--- src/rtl/lc3b_types.sv ---
// rtl/lc3b_types.sv - shared LC-3b widths and the L1/L2 arbiter state type
package lc3b_types;

    typedef logic [15:0]  lc3b_word;
    typedef logic [127:0] lc3b_c_block;

    typedef enum logic [1:0] {
        IDLE   = 2'd0,
        ISSUE  = 2'd1,
        RETURN = 2'd2
    } lc3b_arb_state;

    // Grant encoding doubles as the marmux select value.
    localparam logic GRANT_ICACHE = 1'b0;
    localparam logic GRANT_DCACHE = 1'b1;

endpackage

--- src/rtl/register.sv ---
// rtl/register.sv - loadable register with asynchronous clear
module register #(
    parameter int width = 128
) (
    input  logic             clk,
    input  logic             reset,
    input  logic             load,
    input  logic [width-1:0] in,
    output logic [width-1:0] out
);

    logic [width-1:0] data_q;
    logic [width-1:0] data_d;

    always_comb begin
        data_d = data_q;
        if (load) begin
            data_d = in;
        end
    end

    always_ff @(posedge clk or posedge reset) begin
        if (reset) begin
            data_q <= '0;
        end else begin
            data_q <= data_d;
        end
    end

    assign out = data_q;

endmodule

--- src/rtl/arbiter_control.sv ---
// rtl/arbiter_control.sv - round-robin icache/dcache arbiter control and L2 read return
module arbiter_control
    import lc3b_types::*;
(
    input  logic         clk,
    input  logic         reset,
    input  logic         icache_pmem_read,
    output logic         icache_pmem_resp,
    output logic [127:0] icache_pmem_rdata,
    input  logic         dcache_pmem_read,
    input  logic         dcache_pmem_write,
    output logic         dcache_pmem_resp,
    output logic [127:0] dcache_pmem_rdata,
    output logic         l2_read,
    output logic         l2_write,
    input  logic         l2_resp,
    input  logic [127:0] l2_rdata,
    output logic         ld_mar,
    output logic         ld_mdr,
    output logic         marmux_sel
);

    lc3b_arb_state state_q, state_d;
    logic          grant_q, grant_d;
    logic          write_q, write_d;
    logic          last_grant_q, last_grant_d;

    logic          pend_i;
    logic          pend_d;
    logic          grant_sel;
    logic          buf_load;
    lc3b_c_block   buf_out;

    assign pend_i = icache_pmem_read;
    assign pend_d = dcache_pmem_read | dcache_pmem_write;
    // On a tie the cache that lost last time wins; otherwise the lone requester.
    assign grant_sel = (pend_i & pend_d) ? ~last_grant_q : pend_d;

    always_ff @(posedge clk or posedge reset) begin
        if (reset) begin
            state_q      <= IDLE;
            grant_q      <= GRANT_ICACHE;
            write_q      <= 1'b0;
            last_grant_q <= GRANT_DCACHE;
        end else begin
            state_q      <= state_d;
            grant_q      <= grant_d;
            write_q      <= write_d;
            last_grant_q <= last_grant_d;
        end
    end

    always_comb begin
        state_d      = state_q;
        grant_d      = grant_q;
        write_d      = write_q;
        last_grant_d = last_grant_q;
        case (state_q)
            IDLE: begin
                if (pend_i | pend_d) begin
                    state_d      = ISSUE;
                    grant_d      = grant_sel;
                    write_d      = (grant_sel == GRANT_DCACHE) & dcache_pmem_write;
                    last_grant_d = grant_sel;
                end
            end
            ISSUE: begin
                if (l2_resp) begin
                    state_d = RETURN;
                end
            end
            RETURN:  state_d = IDLE;
            default: state_d = IDLE;
        endcase
    end

    always_comb begin
        ld_mar           = 1'b0;
        ld_mdr           = 1'b0;
        marmux_sel       = 1'b0;
        l2_read          = 1'b0;
        l2_write         = 1'b0;
        icache_pmem_resp = 1'b0;
        dcache_pmem_resp = 1'b0;
        case (state_q)
            IDLE: begin
                // Grant strobes depend on live requests, so hold them off while reset is asserted.
                if ((pend_i | pend_d) & ~reset) begin
                    ld_mar     = 1'b1;
                    marmux_sel = grant_sel;
                    ld_mdr     = (grant_sel == GRANT_DCACHE) & dcache_pmem_write;
                end
            end
            ISSUE: begin
                l2_read  = ~write_q;
                l2_write = write_q;
            end
            RETURN: begin
                icache_pmem_resp = (grant_q == GRANT_ICACHE);
                dcache_pmem_resp = (grant_q == GRANT_DCACHE);
            end
            default: ;
        endcase
    end

    assign buf_load = (state_q == ISSUE) & l2_resp & ~write_q;

    register #(.width(128)) return_buf (
        .clk   (clk),
        .reset (reset),
        .load  (buf_load),
        .in    (l2_rdata),
        .out   (buf_out)
    );

    assign icache_pmem_rdata = buf_out;
    assign dcache_pmem_rdata = buf_out;

endmodule
--- config.mk ---
export PLATFORM = sky130hd
export DESIGN_NAME = arbiter_control
export DESIGN_NICKNAME = d
export VERILOG_FILES = /design/src/rtl/lc3b_types.sv /design/src/rtl/register.sv /design/src/rtl/arbiter_control.sv
export SDC_FILE = /design/constraint.sdc
export NUM_CORES = 1
export LEC_CHECK = 0
export BUFFER_PORTS_ARGS = -buffer_cell sky130_fd_sc_hd__buf_2
export CAP_MARGIN = 5
export CORE_AREA = 5 5 152 154
export DETAILED_ROUTE_END_ITERATION = 6
export DIE_AREA = 0 0 157 159
export MAX_ROUTING_LAYER = met4
export PLACE_DENSITY = 0.68
export SYNTH_ARGS = -nofsm -noshare
export SYNTH_HDL_FRONTEND = slang
export SYNTH_SLANG_ARGS = --single-unit
--- constraint.sdc ---
create_clock -name clk -period 8.6 [get_ports clk]
set_input_delay 1.29 -clock clk [delete_from_list [all_inputs] [get_ports clk]]
set_output_delay 1.29 -clock clk [all_outputs]
set_load 0.05 [all_outputs]
Word level (Yosys, flattened, before mapping)
Cells that the tools add are included.
{"block": "op_classes", "n_eq_ne": 4, "muxes": 14, "bitwise": 11, "reduce_logical": 3}
{"op": "$mux 1", "count": 11}
{"op": "$and 1x1->1", "count": 5}
{"op": "$mux 2", "count": 2}
{"op": "$ne 2x2->1 const B", "count": 2}
{"op": "$not 1->1", "count": 4}
{"op": "$pmux 2 s2", "count": 1}
{"op": "$reduce_and 2->1", "count": 2}
{"op": "$eq 2x1->1 const B", "count": 1}
{"op": "$eq 2x2->1 const B", "count": 1}
{"op": "$logic_not 2->1", "count": 1}
{"op": "$or 1x1->1", "count": 2}
{"block": "word_totals", "reg_bits": 133, "output_inout_bits": 263, "elab_cells": 37}

Logic depth before layout (Yosys ltp)
{"block": "logic_depth", "depth_word": 6, "depth_mapped": 6, "ltp_nobuf": 3}

Cells and area by module
A second synthesis with hierarchy kept.
{"block": "hier_totals", "hier_cells": 434, "hier_area_um2": 6125.9}
{"module": "register", "n_inst": 1, "cells_per_inst": 271, "area_each_um2": 4825.9}
{"module": "arbiter_control", "n_inst": 1, "cells_per_inst": 163, "area_each_um2": 1300.0}

Least setup slack after synthesis
No wires, ideal clock.
{"block": "synth_timing", "kind": "input to output", "start": "in reset", "end": "out ld_mar", "arrival_time_ps": 4897, "path_slack_ps": 2413, "cell_stages": 2, "n_path_buf": 0, "path_cell_list": "inv_1 > o311a_1"}
{"block": "synth_via", "elab_chain_len": 4}
{"item": "start, declared", "line": "arbiter_control.sv:6", "rtl": "input logic reset,"}
{"item": "$not 1->1", "line": "arbiter_control.sv:88", "rtl": "if ((pend_i | pend_d) & ~reset) begin"}
{"item": "$and 1x1->1", "line": "arbiter_control.sv:88"}
{"item": "$mux 1", "line": "arbiter_control.sv:88"}
{"item": "$mux 1", "line": "arbiter_control.sv:85", "rtl": "case (state_q)"}
{"item": "end, declared", "line": "arbiter_control.sv:18", "rtl": "output logic ld_mar,"}
No other way between the ends.

Worst setup path after layout
Ends and elaborated chain as after synthesis.

==> out/results.txt <==
Post-DP HPWL - 12,100 µm
Post-DR vias/cell - 4.11
Register area share after synthesis - 0.505
Routability Congestion - 0.758
Cell Rows - 54
Clock Latency Late Sink - 0.41 ns
RSZ-0062 raised after global routing - no
Area Overhead vs Synth - 27.1%
DRT Pass-1 Iters - 4
Root buffer cell - clkbuf_16
Multiplexer share of the synthesized area - 0.281
Setup violators final - 0
Relative slew margins - 0.255
Crit-path slowest cell - inv_6
Hold crit path type - register to register
CTS tree - built
Final Cycle Share - 0.422
Vias - 4,086
CTS clk-pin slew, worst paths - 0.05 ns
Die Area - 0.0250 mm²
GRT Total Usage - 0.128
Post-Synthesis Cells - 428
Final setup TNS - 0 ns
Synth Area in Simple Gates - 0.0122
Pin count of the biggest net entering global routing - 74
Drt wl/cell - 16.2 µm
Ratio of cells with drive above 1 in the final layout - 0.785
Mapped Area - 0.00659 mm²
CP Cell Sequence - buf_2, inv_6, o311a_1, buf_2
Synth Area in Compound Gates - 0.0133
Post-CTS Hold Fix Bufs - 0
Critical path fanouts, max - 62
Number of diodes - 0
Post-synth top area share - 0.501
Fillers - 2,094
Adder-Cell Fraction of Synth Area - 0
Core area - 0.0216 mm²
Final slew viol count - 0
Cell variety after synth - 25
WP data required - 7.31 ns
Initial antenna violation count - 0
I/O Buffers - 396
Post-Synth XOR/XNOR Area - 0
Starting Density - 0.306
Die height - 159 µm
First DRT Iteration DRCs - 183
Kind of critical path - input pin to primary output
Critical path buffers and inverters - 3
EDFF count, synth - 0
CP peak stage delay - 0.39 ns
Drc violations - 0
CP most frequent cell - buf_2
Max-cap violations - 0
Vias in the first global route - 4,372
Syn nets - 562
Status - completed
GR Overflow Total - 0
Most frequent cells after synthesis - 132 x dfrtp_1, 128 x buf_4, 109 x mux2_4
Startpoint types - input pin
Largest cells by area after synthesis - dfrtp_1 50%, mux2_4 25%, buf_4 15%
Htree depth - 4
Post-Route Skew - 0.00856 ns
Setup bufs post-CTS - 0
Post-synthesis average cell area - 15.4 µm²
CTS Sinks - 133
Fmax - 0.276 GHz
# IOs - 397
Hold violation count in the final report - 0
Final ANT Viol Nets - 0
Minimum clock period - 3.63 ns
Clock buffer depth - 2
Largest area contributor in the synthesized netlist - dfrtp_1
Critical path's top delay family - buffers and inverters
Ys flop type - dfrtp_1
CTS Buf Count - 17
Yosys warns - 0
Post-synthesis register bit count - 133
CP Capture Type - primary output
Fin nets - 837
Post-synthesis async set-or-reset flop share - 1.00
DRT Wirelength - 16,100 µm
Crit path arrival time - 2.34 ns
Post-CTS sizing - 0
Worst-margin pin slew - 1.12 ns
Die width - 157 µm
Largest family of logic cells by synthesized area - multiplexers
First-pass GRT wire length - 24,600 µm
Count leader, synth - dfrtp_1
==> stage by stage <==
step	utilization	cell area [µm²]	cells	setup slack, ns	hold slack [ns]
after floorplan	-	6590	428	2.41	0.509
after global placement	0.358	7710	964	4.88	0.505
after detailed placement	0.358	7710	964	4.87	0.509
after CTS	0.389	8380	995	4.88	0.526
after global routing	0.389	8380	995	4.79	0.541
final	0.389	8380	995	4.97	0.522
==> cell families (layout without fill, tap and decap cells) <==
group                  Yosys count  after routing
muxes                          128            128
DFF                            133            133
and+or+nand+nor                 10             10
AOI/OAI and AO/OA               12             12
buffers and inverters          145            432
==> final timing paths <==
check | start | to | slack, ns | cells past startpoint
min reg2reg | return_buf.out[39] | return_buf.out[39] | 0.52 | 1
max | reset | ld_mar | 4.97 | 4
max in group asynchronous | reset | write_q | 6.26 | 3
min in group asynchronous | reset | return_buf.out[113] | 0.96 | 2
max reg2reg | state_q[0] | return_buf.out[25] | 6.18 | 4
min | return_buf.out[39] | return_buf.out[39] | 0.52 | 1
==> worst reg2reg max path: stages, from the launching register on <==
cell and delay, ns:
dfrtp_1 0.47, nor3b_4 0.26, and2_4 0.24, buf_4 0.81, mux2_2 0.52
==> flip-flops by register name (all words and copies together) (netlist names) <==
register and cells:
grant_q 1, state_q 2, return_buf.out 128, write_q 1, last_grant_q 1
==> layout make-up <==
cell class              instances  area, µm²  area share
clock buffers                  19        433      0.0517
clock inverters                12        229      0.0273
inverters                       2       12.5     0.00149
multi-input cells             150       2020       0.241
flip-flops and latches        133       3330       0.397
well taps                     280        350      0.0418
repair buffers                399       2000       0.239
==> cell usage in the layout, fill, tap and decap left out, drive strengths merged, types with 2 or more instances in the layout <==
cell type,count
clkbuf,19
a211oi,3
buf,399
nor3b,3
dfrtp,132
o21ai,3
mux2,128
clkinvlp,3
and3b,2
bufinv,6
clkinv,3
inv,2
==> layer usage <==
metal  wire length (µm)  GRT usage
met1               6500      0.155
met2               8130      0.214
met3               1320     0.0296
met4                184     0.0355
met5                  0          -
Power is left out: the tool's default activity adds up to more than one toggle a clock period on the data nets, which glitch-free logic cannot reach.
